$ cat config.mk
export PLATFORM = sky130hd
export DESIGN_NAME = alu_exec_unit
export DESIGN_NICKNAME = d
export VERILOG_FILES = /design/src/rtl/alu_exec_unit.sv
export SDC_FILE = /design/constraint.sdc
export NUM_CORES = 1
export LEC_CHECK = 0
export CORE_AREA = 2 2 124 126
export CTS_CLUSTER_SIZE = 12
export DETAILED_ROUTE_END_ITERATION = 12
export DIE_AREA = 0 0 126 128
export DONT_BUFFER_PORTS = 1
export HOLD_SLACK_MARGIN = 0.08
export PLACE_DENSITY_LB_ADDON = 0.12
export SLEW_MARGIN = 20
export SYNTH_ARGS = -nofsm -noshare
export SYNTH_HDL_FRONTEND = slang
export SYNTH_SLANG_ARGS = --single-unit
export TNS_END_PERCENT = 5
$ cat constraint.sdc
create_clock -name clk -period 5.4 [get_ports clk]
set_input_delay 0.54 -clock clk [delete_from_list [all_inputs] [get_ports clk]]
set_output_delay 0.54 -clock clk [all_outputs]
set_load 0.01 [all_outputs]
$ cat src/rtl/alu_exec_unit.sv
// ============================================================================
// alu_exec_unit : multi-cycle ALU execute stage with valid/ready in and out.
// Optional macro ALU_EXEC_BARREL_SHIFT_EN selects a single-cycle shifter.
// Revision: 1.0
// ============================================================================
`default_nettype none

package types;
  typedef enum logic [3:0] {
    ALU_FUNC_UNKNOWN = 4'd0,
    ALU_FUNC_ADD     = 4'd1,
    ALU_FUNC_SUB     = 4'd2,
    ALU_FUNC_AND     = 4'd3,
    ALU_FUNC_OR      = 4'd4,
    ALU_FUNC_XOR     = 4'd5,
    ALU_FUNC_SEQ     = 4'd6,
    ALU_FUNC_SLT     = 4'd7,
    ALU_FUNC_SLTU    = 4'd8,
    ALU_FUNC_SLL     = 4'd9,
    ALU_FUNC_SRL     = 4'd10,
    ALU_FUNC_SRA     = 4'd11
  } alu_func_t;

  typedef struct packed {
    logic      use_imm;
    logic      rd_write;
    alu_func_t alu_func;
  } control_t;
endpackage

module alu_exec_unit #(
  parameter  int XLEN    = 32,
  localparam int SHAMT_W = $clog2(XLEN)
) (
  input  logic             clk,
  input  logic             rst,
  input  logic             in_valid,
  output logic             in_ready,
  input  types::control_t  in_ctrl,
  input  logic [XLEN-1:0]  in_rs1,
  input  logic [XLEN-1:0]  in_rs2,
  input  logic [XLEN-1:0]  in_imm,
  input  logic [4:0]       in_rd,
  output logic             out_valid,
  input  logic             out_ready,
  output logic [XLEN-1:0]  out_result,
  output logic [4:0]       out_rd,
  output logic             out_rd_write
);
  import types::*;

  typedef enum logic [1:0] {
    IDLE  = 2'd0,
    SHIFT = 2'd1,
    DONE  = 2'd2
  } state_t;

  state_t             state;
  state_t             state_next;
  logic [XLEN-1:0]    result;
  logic [4:0]         rd;
  logic               rd_write;

  logic               accept;
  logic [XLEN-1:0]    op_b;
  logic [SHAMT_W-1:0] shamt;
  logic [XLEN-1:0]    alu_result;
  logic               func_known;
  logic               start_shift;

  assign accept = in_valid && in_ready;
  assign op_b   = in_ctrl.use_imm ? in_imm : in_rs2;
  assign shamt  = op_b[SHAMT_W-1:0];

  always_comb begin
    alu_result  = '0;
    func_known  = 1'b1;
    start_shift = 1'b0;
    case (in_ctrl.alu_func)
      ALU_FUNC_ADD:  alu_result = in_rs1 + op_b;
      ALU_FUNC_SUB:  alu_result = in_rs1 - op_b;
      ALU_FUNC_AND:  alu_result = in_rs1 & op_b;
      ALU_FUNC_OR:   alu_result = in_rs1 | op_b;
      ALU_FUNC_XOR:  alu_result = in_rs1 ^ op_b;
      ALU_FUNC_SEQ:  alu_result = XLEN'(in_rs1 == op_b);
      ALU_FUNC_SLT:  alu_result = XLEN'($signed(in_rs1) < $signed(op_b));
      ALU_FUNC_SLTU: alu_result = XLEN'(in_rs1 < op_b);
`ifdef ALU_EXEC_BARREL_SHIFT_EN
      ALU_FUNC_SLL:  alu_result = in_rs1 << shamt;
      ALU_FUNC_SRL:  alu_result = in_rs1 >> shamt;
      ALU_FUNC_SRA:  alu_result = $signed(in_rs1) >>> shamt;
`else
      // Iterative shifts start from A; a zero shift amount finishes right away.
      ALU_FUNC_SLL, ALU_FUNC_SRL, ALU_FUNC_SRA: begin
        alu_result  = in_rs1;
        start_shift = (shamt != '0);
      end
`endif
      default: begin
        alu_result = '0;
        func_known = 1'b0;
      end
    endcase
  end

  assign in_ready     = (state == IDLE) && !rst;
  assign out_valid    = (state == DONE);
  assign out_result   = result;
  assign out_rd       = rd;
  assign out_rd_write = rd_write;

  always_ff @(posedge clk) begin
    if (rst) begin
      state <= IDLE;
    end else begin
      state <= state_next;
    end
  end

`ifdef ALU_EXEC_BARREL_SHIFT_EN
  always_comb begin
    state_next = state;
    case (state)
      IDLE:    if (accept) state_next = DONE;
      DONE:    if (out_ready) state_next = IDLE;
      default: state_next = IDLE;
    endcase
  end

  always_ff @(posedge clk) begin
    if (rst) begin
      result   <= '0;
      rd       <= '0;
      rd_write <= 1'b0;
    end else if (accept) begin
      result   <= alu_result;
      rd       <= in_rd;
      rd_write <= in_ctrl.rd_write && func_known;
    end
  end
`else
  alu_func_t          func;
  logic [SHAMT_W-1:0] cnt;
  logic [XLEN-1:0]    shift_one;

  always_comb begin
    state_next = state;
    case (state)
      IDLE:    if (accept) state_next = start_shift ? SHIFT : DONE;
      SHIFT:   if (cnt == SHAMT_W'(1)) state_next = DONE;
      DONE:    if (out_ready) state_next = IDLE;
      default: state_next = IDLE;
    endcase
  end

  always_comb begin
    shift_one = result;
    case (func)
      ALU_FUNC_SLL: shift_one = {result[XLEN-2:0], 1'b0};
      ALU_FUNC_SRL: shift_one = {1'b0, result[XLEN-1:1]};
      ALU_FUNC_SRA: shift_one = {result[XLEN-1], result[XLEN-1:1]};
      default:      shift_one = result;
    endcase
  end

  always_ff @(posedge clk) begin
    if (rst) begin
      result   <= '0;
      rd       <= '0;
      rd_write <= 1'b0;
      func     <= ALU_FUNC_UNKNOWN;
      cnt      <= '0;
    end else if (accept) begin
      result   <= alu_result;
      rd       <= in_rd;
      rd_write <= in_ctrl.rd_write && func_known;
      func     <= in_ctrl.alu_func;
      cnt      <= shamt;
    end else if (state == SHIFT) begin
      result   <= shift_one;
      cnt      <= cnt - SHAMT_W'(1);
    end
  end
`endif

endmodule

`default_nettype wire

==> run_results.csv <==
group,metric,value,unit
yosys,avgSynthCellArea,6.778,µm²
yosys,netlist_instances,1170,
setup_path,cp_slowest_cell,"a221oi_1",
global_route,track_usage,33.52,%
floorplanning,die_area,16130,µm²
yosys,synth_simple_gate_area_share,21.09,%
power,cellPowerDensity,191.8,nW/µm²
detailed_routing,vias,8823,
placement,post-place-cells,1292,
clock_network,numCtsBuffers,5,
setup_path,slowest_delay,0.58,ns
yosys,synth_top_family_by_area,"compound AO/OA/AOI/OAI gates",
detailed_routing,drtIter0Drc,1088,
detailed_routing,drtAntennaViolNets,0,
yosys,ys_seq_area_share,12.37,%
global_route,grt_pass1_vias,7837,
layout,final_area,8138,µm²
layout,register_area,980.9,µm²
layout,areaGrowthSynthToFinish,2.619,%
layout,fin_nets,1322,
timing,hold_violations,0,
placement,gp_congestion,0.9379,
placement,io_buffer_count,0,
detailed_routing,via_per_inst,6.782,
global_route,grt_pass1_wl,43.66,mm
timing,grt_setup_unrepaired,"no",
timing,fin_crit,3.721,ns
placement,dp_hpwl,21.08,mm
clock_network,cts.sinks,49,
floorplanning,core_area,14860,µm²
layout,fin_cells,1301,
timing,relSlewSlack,24.80,%
setup_path,path_class,"in2reg",
yosys,synth_ff_type,"dfxtp_1",
global_route,overflow,0,
timing,slew_viol_final,0,
yosys,synth_xor_area_share,1.767,%
power,p_leak,0.003282,µW
setup_path,cp-end-kind,"flip-flop",
setup_path,critical_path_arrival,3.94,ns
yosys,synthMuxAreaShare,5.222,%
detailed_routing,remaining_drc_errors,0,
clock_network,cts_max_path_buffers,2,
layout,drive_gt1_share,4.586,%
timing,skew,0.01164,ns
detailed_routing,routed_wl,28.54,mm
setup_path,startpoint_type,"primary input",
timing,setup_tns,0,ns
clock_network,cts_max_level,2,
yosys,ys_seq_elements,49,
yosys,synth_fp_nets,1381,
global_route,grt_max_degree,35,
floorplanning,die_h,128,µm
clock_network,cts-resized-gates,0,
setup_path,crit_chain,"mux2_2 -> inv_1 -> ha_1 -> nor3_1 -> nor3_1 -> o31ai_1 -> buf_4 -> a221oi_1 -> a21oi_1 -> a21oi_1 -> o22ai_1 -> mux2i_1 -> a211oi_1",
yosys,synth-compound-area-share,35.09,%
clock_network,tritoncts,"yes",
yosys,yosysWarnings,0,
clock_network,path_clk_slew,0.08,ns
layout,multi_input_area,6295,µm²
yosys,netlist_area,7930,µm²
timing,period_share,68.91,%
floorplanning,dieWidth,126,µm
placement,placed_cell_area,7984,µm²
clock_network,post-cts-setup-buffers,0,
clock_network,insertion_delay,0.31,ns
run,maxCapViolations,0,
yosys,synth_edf_count,0,
floorplanning,rows,45,
setup_path,ff2ff_setup_slack,1.94,ns
floorplanning,boundaryPins,151,
global_route,antenna_found_initial,0,
yosys,async_reset_ff_share,0,%
clock_network,cts_hold_buffers,0,
floorplanning,start_util,53.35,%
yosys,synthAdderAreaFrac,15.97,%
yosys,synth.distinct_cells,73,
power,ir_drop,0.0001322,V
run_status,status,"complete, no violations",
clock_network,root_buffer,"clkbuf_16",
setup_path,crit_fanout,32,
detailed_routing,wl_per_cell,21.94,µm
timing,max_freq,0.2687,GHz
timing,finalSetupViolCount,0,
setup_path,worstPathRequired,5.62,ns
min_path,hold_path.class,"in2reg",
layout,fill_cells,1542,
timing,worstMarginPinSlew,1.127,ns
detailed_routing,drt-pass1-iter-count,6,
-- report_power, final --
part / internal (µW) / switching [µW]
registers: 395 / 54.3
logic: 268 / 491
clock network: 176 / 175
total: 839 / 721
-- final cells by class --
cell class | count | share of cell area, %
well taps | 188 | 2.891
repair buffers | 14 | 1.292
diodes | 1 | 0.03075
flip-flops and latches | 49 | 12.05
clock inverters | 3 | 0.3229
inverters | 98 | 4.520
multi-input cells | 943 | 77.35
clock buffers | 5 | 1.538
-- logic make-up after synthesis --
kind of cell,Yosys count
and+or+nand+nor,362
DFF,49
AOI/OAI and AO/OA,424
xor gates and xnor gates,16
muxes,41
adders and majority gates,100
buffers and inverters,178
-- per-stage QoR --
stage	utilization, %	setup WS (ns)	hold WS (ns)	total power [µW]
2_1_floorplan	-	0.9822	0.4498	1015
3_3_place_gp	53.71	1.540	0.4571	1193
3_5_place_dp	53.71	1.555	0.4619	1192
4_1_cts	54.73	1.831	0.2928	1536
5_1_grt	54.73	1.466	0.2943	1643
6_report	54.75	1.679	0.2896	1560
-- worst max-delay path, delay by kind of cell --
| family | cells | cell delay, ns |
|---|---|---|
| simple gates | 2 | 0.46 |
| buf+inv | 2 | 0.26 |
| fa+ha+maj | 1 | 0.42 |
| compound gates | 6 | 1.80 |
| mux | 2 | 0.44 |
-- cell usage after synthesis (all sizes together), types with 5 or more instances --
cell     count  share of area [%]
and2         7               0.55
dfxtp       49                 12
or3          5               0.39
buf         14               0.73
o31ai       13                1.3
a21o         9               0.85
xnor2       11                1.2
a22oi       26                2.5
a31oi       24                1.9
a221oi      15                1.7
nor3b        5               0.47
a21oi      110                6.9
ha          98                 15
nor4        17                1.3
o21bai      14                1.3
nand2b       6               0.47
nor3        31                2.0
nand4        9               0.71
nand2      133                6.3
nand3       22                1.4
a211oi      24                2.3
o221ai      17                1.9
clkbuf      66                3.1
a221o        7               0.88
nor2b       10               0.79
o211ai      10               0.95
o22ai        8               0.63
o221a        7               0.99
or2          6               0.47
nor2        93                4.4
inv         96                4.5
o21ai       97                6.1
xor2         5               0.55
mux2i       38                4.8
a2111oi      7               0.85
-- placed cells by master (no fill, tap or decap), types with 17 or more instances in the layout --
| master | instances |
|---|---|
| inv_1 | 92 |
| ha_1 | 98 |
| a21oi_1 | 110 |
| nor4_1 | 17 |
| dfxtp_1 | 49 |
| a31oi_1 | 24 |
| a22oi_1 | 26 |
| mux2i_1 | 38 |
| nand2_1 | 133 |
| nor2_1 | 92 |
| o221ai_1 | 17 |
| a211oi_1 | 23 |
| nor3_1 | 30 |
| o21ai_0 | 94 |
| nand3_1 | 22 |
-- metal layers --
metal | GRT usage (%) | part of all wire (%) | up-vias
met3 | 7.053 | 10 | 51
met2 | 52.66 | 44 | 503
met5 | 0 | 0 | -
met4 | 10.08 | 2.3 | 0
li1 | - | - | 4162
met1 | 46.26 | 43 | 4107
-- final timing paths --
path                         startpoint                     endpoint  cells past startpoint
setup / recovery             in_ctrl[5]  out_result[30]$_SDFFE_PP0P_                     13
hold / removal                      rst  out_result[19]$_SDFFE_PP0P_                      1
setup reg to reg  state[1]$_SDFFE_PP0P_  out_result[17]$_SDFFE_PP0P_                      8
hold reg to reg    func[0]$_SDFFE_PP0P_         func[0]$_SDFFE_PP0P_                      2
-- flip-flops by register name, indices dropped and copies added (netlist names) --
register and flops:
cnt 5, func 4, out_rd 5, out_rd_write 1
out_result 32, state 2
(Power assumes the default switching activity.)
